### src/rtl/commit_pkg.sv
// ----------------------------------------------------------------------------
// commit_pkg
//
// Shared types and default constants for the commit monitor slice.
//   commit_entry_t : one retired instruction as the consumer sees it
//                    (pc, ebreak flag, mmio flag)
//   cm_state_e     : monitor lifecycle RUN -> DRAIN -> HALT, or RUN -> HANG
//   CM_*           : default parameter values for commit_monitor/commit_fifo
// ----------------------------------------------------------------------------
package commit_pkg;

    localparam int CM_NR_COMMIT   = 2;
    localparam int CM_PC_W        = 32;
    localparam int CM_DEPTH       = 8;
    localparam int CM_WDOG_CYCLES = 4096;

    typedef struct packed {
        logic [CM_PC_W-1:0] pc;
        logic               ebreak;
        logic               mmio;
    } commit_entry_t;

    typedef enum logic [1:0] {
        RUN   = 2'd0,
        DRAIN = 2'd1,
        HALT  = 2'd2,
        HANG  = 2'd3
    } cm_state_e;

endpackage

### src/rtl/commit_fifo.sv
// ----------------------------------------------------------------------------
// commit_fifo
//
// Circular buffer that accepts up to NR_COMMIT entries per cycle (written in
// order starting at the write pointer) and releases one entry per cycle from
// the head. Pointers carry an extra wrap bit so full and empty fall out of a
// plain pointer comparison/difference.
//
// Ports:
//   clk        in   clock, rising edge
//   rst_n      in   asynchronous active-low reset (empties the buffer)
//   wr_num_i   in   number of entries to write this cycle (0..NR_COMMIT)
//   wr_data_i  in   NR_COMMIT packed entries, slot i at [i*ENTRY_W +: ENTRY_W]
//   rd_en_i    in   pop the head entry (caller guarantees non-empty)
//   rd_data_o  out  head entry, straight from the storage array
//   count_o    out  occupied entries
//   empty_o    out  buffer holds no entries
// ----------------------------------------------------------------------------
module commit_fifo
    import commit_pkg::*;
#(
    parameter  int NR_COMMIT = CM_NR_COMMIT,
    parameter  int DEPTH     = CM_DEPTH,
    parameter  int ENTRY_W   = CM_PC_W + 2,
    localparam int AW        = $clog2(DEPTH),
    localparam int PTR_W     = AW + 1
) (
    input  logic                         clk,
    input  logic                         rst_n,
    input  logic [PTR_W-1:0]             wr_num_i,
    input  logic [NR_COMMIT*ENTRY_W-1:0] wr_data_i,
    input  logic                         rd_en_i,
    output logic [ENTRY_W-1:0]           rd_data_o,
    output logic [PTR_W-1:0]             count_o,
    output logic                         empty_o
);

    logic [ENTRY_W-1:0] mem_q [DEPTH];
    logic [PTR_W-1:0]   wr_ptr_q;
    logic [PTR_W-1:0]   rd_ptr_q;

    // Storage and pointers. The array is cleared on reset so the head output
    // reads zero out of reset; the low address bits wrap naturally because
    // DEPTH is a power of two.
    always_ff @(posedge clk or negedge rst_n) begin
        if (!rst_n) begin
            wr_ptr_q <= '0;
            rd_ptr_q <= '0;
            for (int j = 0; j < DEPTH; j++) begin
                mem_q[j] <= '0;
            end
        end else begin
            for (int i = 0; i < NR_COMMIT; i++) begin
                if (PTR_W'(i) < wr_num_i) begin
                    mem_q[wr_ptr_q[AW-1:0] + AW'(i)] <= wr_data_i[i*ENTRY_W +: ENTRY_W];
                end
            end
            wr_ptr_q <= wr_ptr_q + wr_num_i;
            if (rd_en_i) begin
                rd_ptr_q <= rd_ptr_q + PTR_W'(1);
            end
        end
    end

    assign count_o   = wr_ptr_q - rd_ptr_q;
    assign empty_o   = (wr_ptr_q == rd_ptr_q);
    assign rd_data_o = mem_q[rd_ptr_q[AW-1:0]];

endmodule

### src/rtl/commit_monitor.sv
// ----------------------------------------------------------------------------
// commit_monitor
//
// Multi-channel commit tracker. Retiring instructions from up to NR_COMMIT
// writeback channels are trimmed at the first ebreak, buffered in program
// order and handed one per handshake to the difftest consumer. Tracks retired
// instruction and active cycle counts and flags end-of-program.
//
// Optional feature (macro COMMIT_WDOG_EN): an idle watchdog that moves the
// monitor to HANG after WDOG_CYCLES cycles in RUN without an accepted group.
// Without the macro there is no idle counter and hang is tied low.
//
// Ports:
//   clk, rst_n   clock / asynchronous active-low reset
//   cmt_valid    per-channel retire strobe, contiguous from channel 0
//   cmt_pc       per-channel PC, channel i at [i*PC_W +: PC_W]
//   cmt_ebreak   per-channel ebreak flag
//   cmt_mmio     per-channel MMIO flag
//   cmt_stall    core must hold its commit group this cycle
//   out_valid    head entry available
//   out_ready    consumer accepts the head
//   out_pc / out_ebreak / out_mmio   head entry fields
//   instret      accepted instruction count (64-bit, wraps)
//   cycles       cycles spent in RUN or DRAIN (64-bit, wraps)
//   finished     ebreak retired and drained (sticky)
//   hang         watchdog expired (sticky)
// ----------------------------------------------------------------------------
module commit_monitor
    import commit_pkg::*;
#(
    parameter int NR_COMMIT   = CM_NR_COMMIT,
    parameter int PC_W        = CM_PC_W,
    parameter int DEPTH       = CM_DEPTH,
    parameter int WDOG_CYCLES = CM_WDOG_CYCLES
) (
    input  logic                      clk,
    input  logic                      rst_n,
    input  logic [NR_COMMIT-1:0]      cmt_valid,
    input  logic [NR_COMMIT*PC_W-1:0] cmt_pc,
    input  logic [NR_COMMIT-1:0]      cmt_ebreak,
    input  logic [NR_COMMIT-1:0]      cmt_mmio,
    output logic                      cmt_stall,
    output logic                      out_valid,
    input  logic                      out_ready,
    output logic [PC_W-1:0]           out_pc,
    output logic                      out_ebreak,
    output logic                      out_mmio,
    output logic [63:0]               instret,
    output logic [63:0]               cycles,
    output logic                      finished,
    output logic                      hang
);

    localparam int PTR_W   = $clog2(DEPTH) + 1;
    localparam int ENTRY_W = PC_W + 2;

    cm_state_e                    state_q;
    logic [63:0]                  instret_q;
    logic [63:0]                  cycles_q;
    logic                         finished_q;

    logic [PTR_W-1:0]             count;
    logic                         fifo_empty;
    logic [ENTRY_W-1:0]           head;
    logic [NR_COMMIT*ENTRY_W-1:0] wr_data;
    logic [PTR_W-1:0]             wr_num;
    logic [PTR_W-1:0]             n_keep;
    logic                         has_ebreak;
    logic                         stop;
    logic                         accept;
    logic                         grp_acc;
    logic                         pop;

    // Group trimming: walk the channels oldest first and keep them until the
    // first invalid channel or up to and including the first ebreak. Anything
    // after an ebreak belongs to a program that has already ended.
    always_comb begin
        n_keep     = '0;
        has_ebreak = 1'b0;
        stop       = 1'b0;
        wr_data    = '0;
        for (int i = 0; i < NR_COMMIT; i++) begin
            wr_data[i*ENTRY_W +: ENTRY_W] = {cmt_pc[i*PC_W +: PC_W], cmt_ebreak[i], cmt_mmio[i]};
            if (!cmt_valid[i]) begin
                stop = 1'b1;
            end else if (!stop) begin
                n_keep = n_keep + PTR_W'(1);
                if (cmt_ebreak[i]) begin
                    has_ebreak = 1'b1;
                    stop       = 1'b1;
                end
            end
        end
    end

    // Stall uses only the registered occupancy; a pop this cycle is not
    // credited, which keeps the check off the consumer's ready path.
    assign cmt_stall = (DEPTH - int'(count)) < NR_COMMIT;
    assign accept    = (state_q == RUN) && !cmt_stall;
    assign grp_acc   = accept && (n_keep != '0);
    assign wr_num    = accept ? n_keep : '0;
    assign pop       = !fifo_empty && out_ready;

    commit_fifo #(
        .NR_COMMIT (NR_COMMIT),
        .DEPTH     (DEPTH),
        .ENTRY_W   (ENTRY_W)
    ) u_fifo (
        .clk       (clk),
        .rst_n     (rst_n),
        .wr_num_i  (wr_num),
        .wr_data_i (wr_data),
        .rd_en_i   (pop),
        .rd_data_o (head),
        .count_o   (count),
        .empty_o   (fifo_empty)
    );

    assign out_valid                     = !fifo_empty;
    assign {out_pc, out_ebreak, out_mmio} = head;

`ifdef COMMIT_WDOG_EN
    localparam logic [31:0] WDOG_LAST = 32'(WDOG_CYCLES - 1);
    logic [31:0] idle_q;
    logic        hang_q;
`endif

    // Lifecycle FSM plus counters. DRAIN waits for the ebreak entry itself to
    // leave the queue before declaring the program finished; HALT and HANG
    // only leave through reset, while the queue keeps draining underneath.
    always_ff @(posedge clk or negedge rst_n) begin
        if (!rst_n) begin
            state_q    <= RUN;
            instret_q  <= '0;
            cycles_q   <= '0;
            finished_q <= 1'b0;
`ifdef COMMIT_WDOG_EN
            idle_q     <= '0;
            hang_q     <= 1'b0;
`endif
        end else begin
            instret_q <= instret_q + 64'(wr_num);
            if (state_q == RUN || state_q == DRAIN) begin
                cycles_q <= cycles_q + 64'd1;
            end
            case (state_q)
                RUN: begin
                    if (accept && has_ebreak) begin
                        state_q <= DRAIN;
                    end
`ifdef COMMIT_WDOG_EN
                    else if (!grp_acc && idle_q == WDOG_LAST) begin
                        state_q <= HANG;
                        hang_q  <= 1'b1;
                    end
`endif
                end
                DRAIN: begin
                    if (pop && out_ebreak) begin
                        state_q    <= HALT;
                        finished_q <= 1'b1;
                    end
                end
                default: begin
                end
            endcase
`ifdef COMMIT_WDOG_EN
            if (state_q == RUN) begin
                idle_q <= grp_acc ? '0 : idle_q + 32'd1;
            end
`endif
        end
    end

    assign instret  = instret_q;
    assign cycles   = cycles_q;
    assign finished = finished_q;
`ifdef COMMIT_WDOG_EN
    assign hang     = hang_q;
`else
    assign hang     = 1'b0;
`endif

endmodule

### config.mk
export PLATFORM = sky130hd
export DESIGN_NAME = commit_monitor
export DESIGN_NICKNAME = d
export VERILOG_FILES = /design/src/rtl/commit_pkg.sv /design/src/rtl/commit_fifo.sv /design/src/rtl/commit_monitor.sv
export SDC_FILE = /design/constraint.sdc
export NUM_CORES = 1
export LEC_CHECK = 0
export BUFFER_PORTS_ARGS = -buffer_cell sky130_fd_sc_hd__buf_4
export CORE_AREA = 2 2 223 225
export CTS_CLUSTER_SIZE = 8
export DETAILED_ROUTE_END_ITERATION = 10
export DIE_AREA = 0 0 225 227
export SLEW_MARGIN = 5
export SYNTH_ARGS = -nofsm -noshare
export SYNTH_HDL_FRONTEND = slang
export SYNTH_SLANG_ARGS = --single-unit
export TNS_END_PERCENT = 100
### constraint.sdc
create_clock -name clk -period 6.05 [get_ports clk]
set_input_delay 1.21 -clock clk [delete_from_list [all_inputs] [get_ports clk]]
set_output_delay 1.21 -clock clk [all_outputs]
set_load 0.01 [all_outputs]
==> qor.csv <==
stage,metric,value,unit
final_layout,Final nets,2427,
timing,Final Hold Fails,0,
floorplan,Row Count,81,
timing,clk_skew,0.01960,ns
critical_path,R2R Path Start,u_fifo.wr_ptr_q[0]$_DFF_PN0_,
clocking,htree depth,2,
global_route,grt total ovfl,0,
min_path,HP Start,finished$_DFFE_PN0P_,
global_route,first-pass GRT wire length,110500,um
clocking,clk sinks,411,
critical_path,Setup Crit Path Kind,register to register,
clocking,CTS tree,built,
timing,fin crit share,89.80,%
clocking,Max clock buf depth,3,
timing,RSZ-0062 raised after global routing,no,
critical_path,crit path max fanout,11,
placement,port bufs,237,
route,DR vias/cell,6.175,
placement,HPWL Detailed,41160,um
logic_synthesis,Yosys reg bits,411,
route,DR WL/cell,23.93,um
logic_synthesis,YS warnings,0,
status,status,"finished, final reports clean",
flow_run,Max Cap Viol,0,
logic_synthesis,syn nets,2284,
logic_synthesis,Post-Syn Area per Cell,9.911,um^2
floorplan,Die ar.,0.05108,mm^2
timing,WHS,0.4797,ns
logic_synthesis,Synth Cell Area,0.02177,mm^2
floorplan,I/O pin cnt,239,
final_layout,"commonest non-fill, non-tap cell in the layout",dfrtp_1,
route,final WL,71050,um
global_route,number of global-route vias before repair,18761,
timing,Max Slew Vio Count,0,
timing,Tmin final,5.433,ns
route,DRT Pass-1 Iters,6,
floorplan,die height,227,um
timing,Fmax achieved,184.1,MHz
logic_synthesis,share of flip-flops with an asynchronous set or reset,100.0,%
critical_path,crit end category,register,
logic_synthesis,top cell type's share of synthesized area,47.24,%
clocking,Num CTS Buffers,57,
logic_synthesis,"EDFF count, synth",0,
final_layout,most frequent cells in the layout,"407 x dfrtp_1, 340 x nor2_1, 282 x buf_4",
critical_path,Critical Path AT,5.97,ns
timing,Setup WS post-layout,0.6168,ns
floorplan,Die X,225,um
logic_synthesis,top_reg_cell synth,dfrtp_1,
route,DRC,0,
critical_path,crit start category,register,
critical_path,R2R depth,18,
route,final antenna-violating net count,0,
min_path,hold depth,1,
critical_path,worst reg-to-reg setup slack,0.62,ns
power,Leak,11.60,nW
timing,setup TNS,0,ns
timing,Slew headroom,9.811,%
clocking,# hold bufs at CTS,0,
route,DRT iter0 DRCs,1858,
power,maximum VDD drop,0.2763,mV
logic_synthesis,post-synthesis cell type count,66,
final_layout,"Core Util, Final",52.17,%
global_route,antenna violations before repair,2,
power,Power Density,461.7,mW/mm^2
final_layout,P&R area growth vs syn,16.31,%
timing,Setup Viol. Count Final,0,
logic_synthesis,"Seq/Total Area, Yosys",47.24,%
clocking,clock root buffer master,clkbuf_16,
route,vias post-DR,18335,
min_path,Worst Hold Class,register to register,
floorplan,initial core utilization,44.85,%
logic_synthesis,synth top area cells,"dfrtp_1 47%, mux4_2 7.0%, a21oi_1 6.3%, nor2_1 5.9%, a32oi_1 4.1%",
global_route,largest net degree at the start of global routing,162,
global_route,gr usage total,27.91,%
final_layout,layout cell share with drive strength beyond 1,19.86,%
clocking,"Clk pin slew, worst setup/hold paths",0.05,ns
min_path,hold worst-path end,finished$_DFFE_PN0P_,
final_layout,fillers,4315,
critical_path,Critical Path RT,6.59,ns
clocking,Skew-Pair Late Insertion Delay,0.61,ns
timing,slew at the pin closest to its max-slew limit,1.348,ns
floorplan,total core area,0.04855,mm^2
logic_synthesis,Post-Synthesis Cells,2197,
placement,RePlAce Congestion,0.8486,
critical_path,worst r2r dst,instret[56]$_DFF_PN0_,
placement,dpl ws,0.07720,ns
logic_synthesis,Synth area leader,dfrtp_1,
state kept, by name, summed over array words and instances, names as in the netlist:
register / cells
u_fifo.mem_q: 272
finished: 1
instret: 64
u_fifo.rd_ptr_q: 4
state_q: 2
cycles: 64
u_fifo.wr_ptr_q: 4
metal layers:
layer  track usage (%)  wire [um]  up-vias
met1             37.35      29290     9161
met2             44.87      33810      819
met5                 0         13        -
met4             10.49       2004        2
li1                  -          -     8212
met3             5.911       5938      141
critical path: stages, from the launching register on:
cell and delay, ns:
dfrtp_1 0.52, inv_1 0.09, ha_1 0.22, fa_1 0.48, ha_1 0.24, a21boi_0 0.15, mux2i_2 0.38, o22ai_2 0.28
nand2_1 0.39, inv_1 0.17, nor3_1 0.32, ha_1 0.28, fa_1 0.23, nand3_1 0.17, nor3_2 0.37, nand2_1 0.19
or3_1 0.49, nor3_1 0.24, xor2_1 0.16
metrics by stage:
stage                     area, um^2  power (mW)  instances
after floorplan                21770       7.279       2197
after global placement         23800       8.682       2903
after detailed placement       23800       8.803       2903
after CTS                      25310       11.72       2968
after global routing           25330       12.36       2969
final                          25330       11.69       2969
cell families (layout without fill, tap and decap cells):
kind of cell | Yosys count | after routing | synth area share (%)
and+or+nand+nor | 797 | 797 | 17.09
adders and majority gates | 14 | 14 | 0.9079
other | 1 | 2 | 0.01722
AOI/OAI and AO/OA | 544 | 544 | 17.02
muxes | 72 | 72 | 7.246
xor gates and xnor gates | 135 | 135 | 5.430
DFF | 411 | 411 | 47.24
buffers and inverters | 223 | 372 | 5.051
repair_timing:
action | in CTS | in global routing
resized for setup | 0 | 3
setup buffers | 0 | 0
setup endpoints to repair | 0 | 11
worst max path at each step:
stage / start / endpoint / cells past startpoint
finish: u_fifo.wr_ptr_q[0]$_DFF_PN0_ / instret[56]$_DFF_PN0_ / 18
global route: u_fifo.wr_ptr_q[0]$_DFF_PN0_ / instret[56]$_DFF_PN0_ / 18
CTS: u_fifo.wr_ptr_q[1]$_DFF_PN0_ / instret[56]$_DFF_PN0_ / 16
detailed placement: u_fifo.wr_ptr_q[1]$_DFF_PN0_ / instret[56]$_DFF_PN0_ / 16
global placement: u_fifo.wr_ptr_q[1]$_DFF_PN0_ / instret[58]$_DFF_PN0_ / 15
floorplan: u_fifo.rd_ptr_q[1]$_DFFE_PN0P_ / instret[63]$_DFF_PN0_ / 19
final cells by class:
type,count,area [um^2],share of cell area [%]
repair buffers,285,2172,8.577
well taps,622,778.2,3.073
diodes,1,2.502,0.009881
inverters,22,82.58,0.3261
clock inverters,1,8.758,0.03458
flip-flops and latches,411,10300,40.66
multi-input cells,1563,10480,41.38
clock buffers,64,1505,5.943
where the power goes:
part / internal, mW / total [mW] / switching [mW]
clock: 1.71 / 2.88 / 1.17
combinational: 2.07 / 4.71 / 2.64
sequential: 3.60 / 4.10 / 0.508
total: 7.37 / 11.7 / 4.32
cell usage after synthesis, drive strengths merged (2+ instances only):
library cell    n
or3             2
o21ai          11
nor3b           3
nand4          37
nand2         168
o221a           2
ha             11
nand3          50
or2             2
a211oi          2
dfrtp         411
mux2            2
mux2i           2
a21o            3
nand3b          2
nor2          341
fa              3
a22oi          66
and4           10
a31oi          39
clkbuf         87
o221ai          2
and3b           2
mux4           68
inv            21
a32oi         103
nand2b          5
o211a           4
nor3           28
and3           84
a21oi         272
buf           114
a221oi         33
xnor2          91
nor4           16
xor2           44
and2            6
nor2b          37
Note: power is estimated with default switching activity, not from simulation.
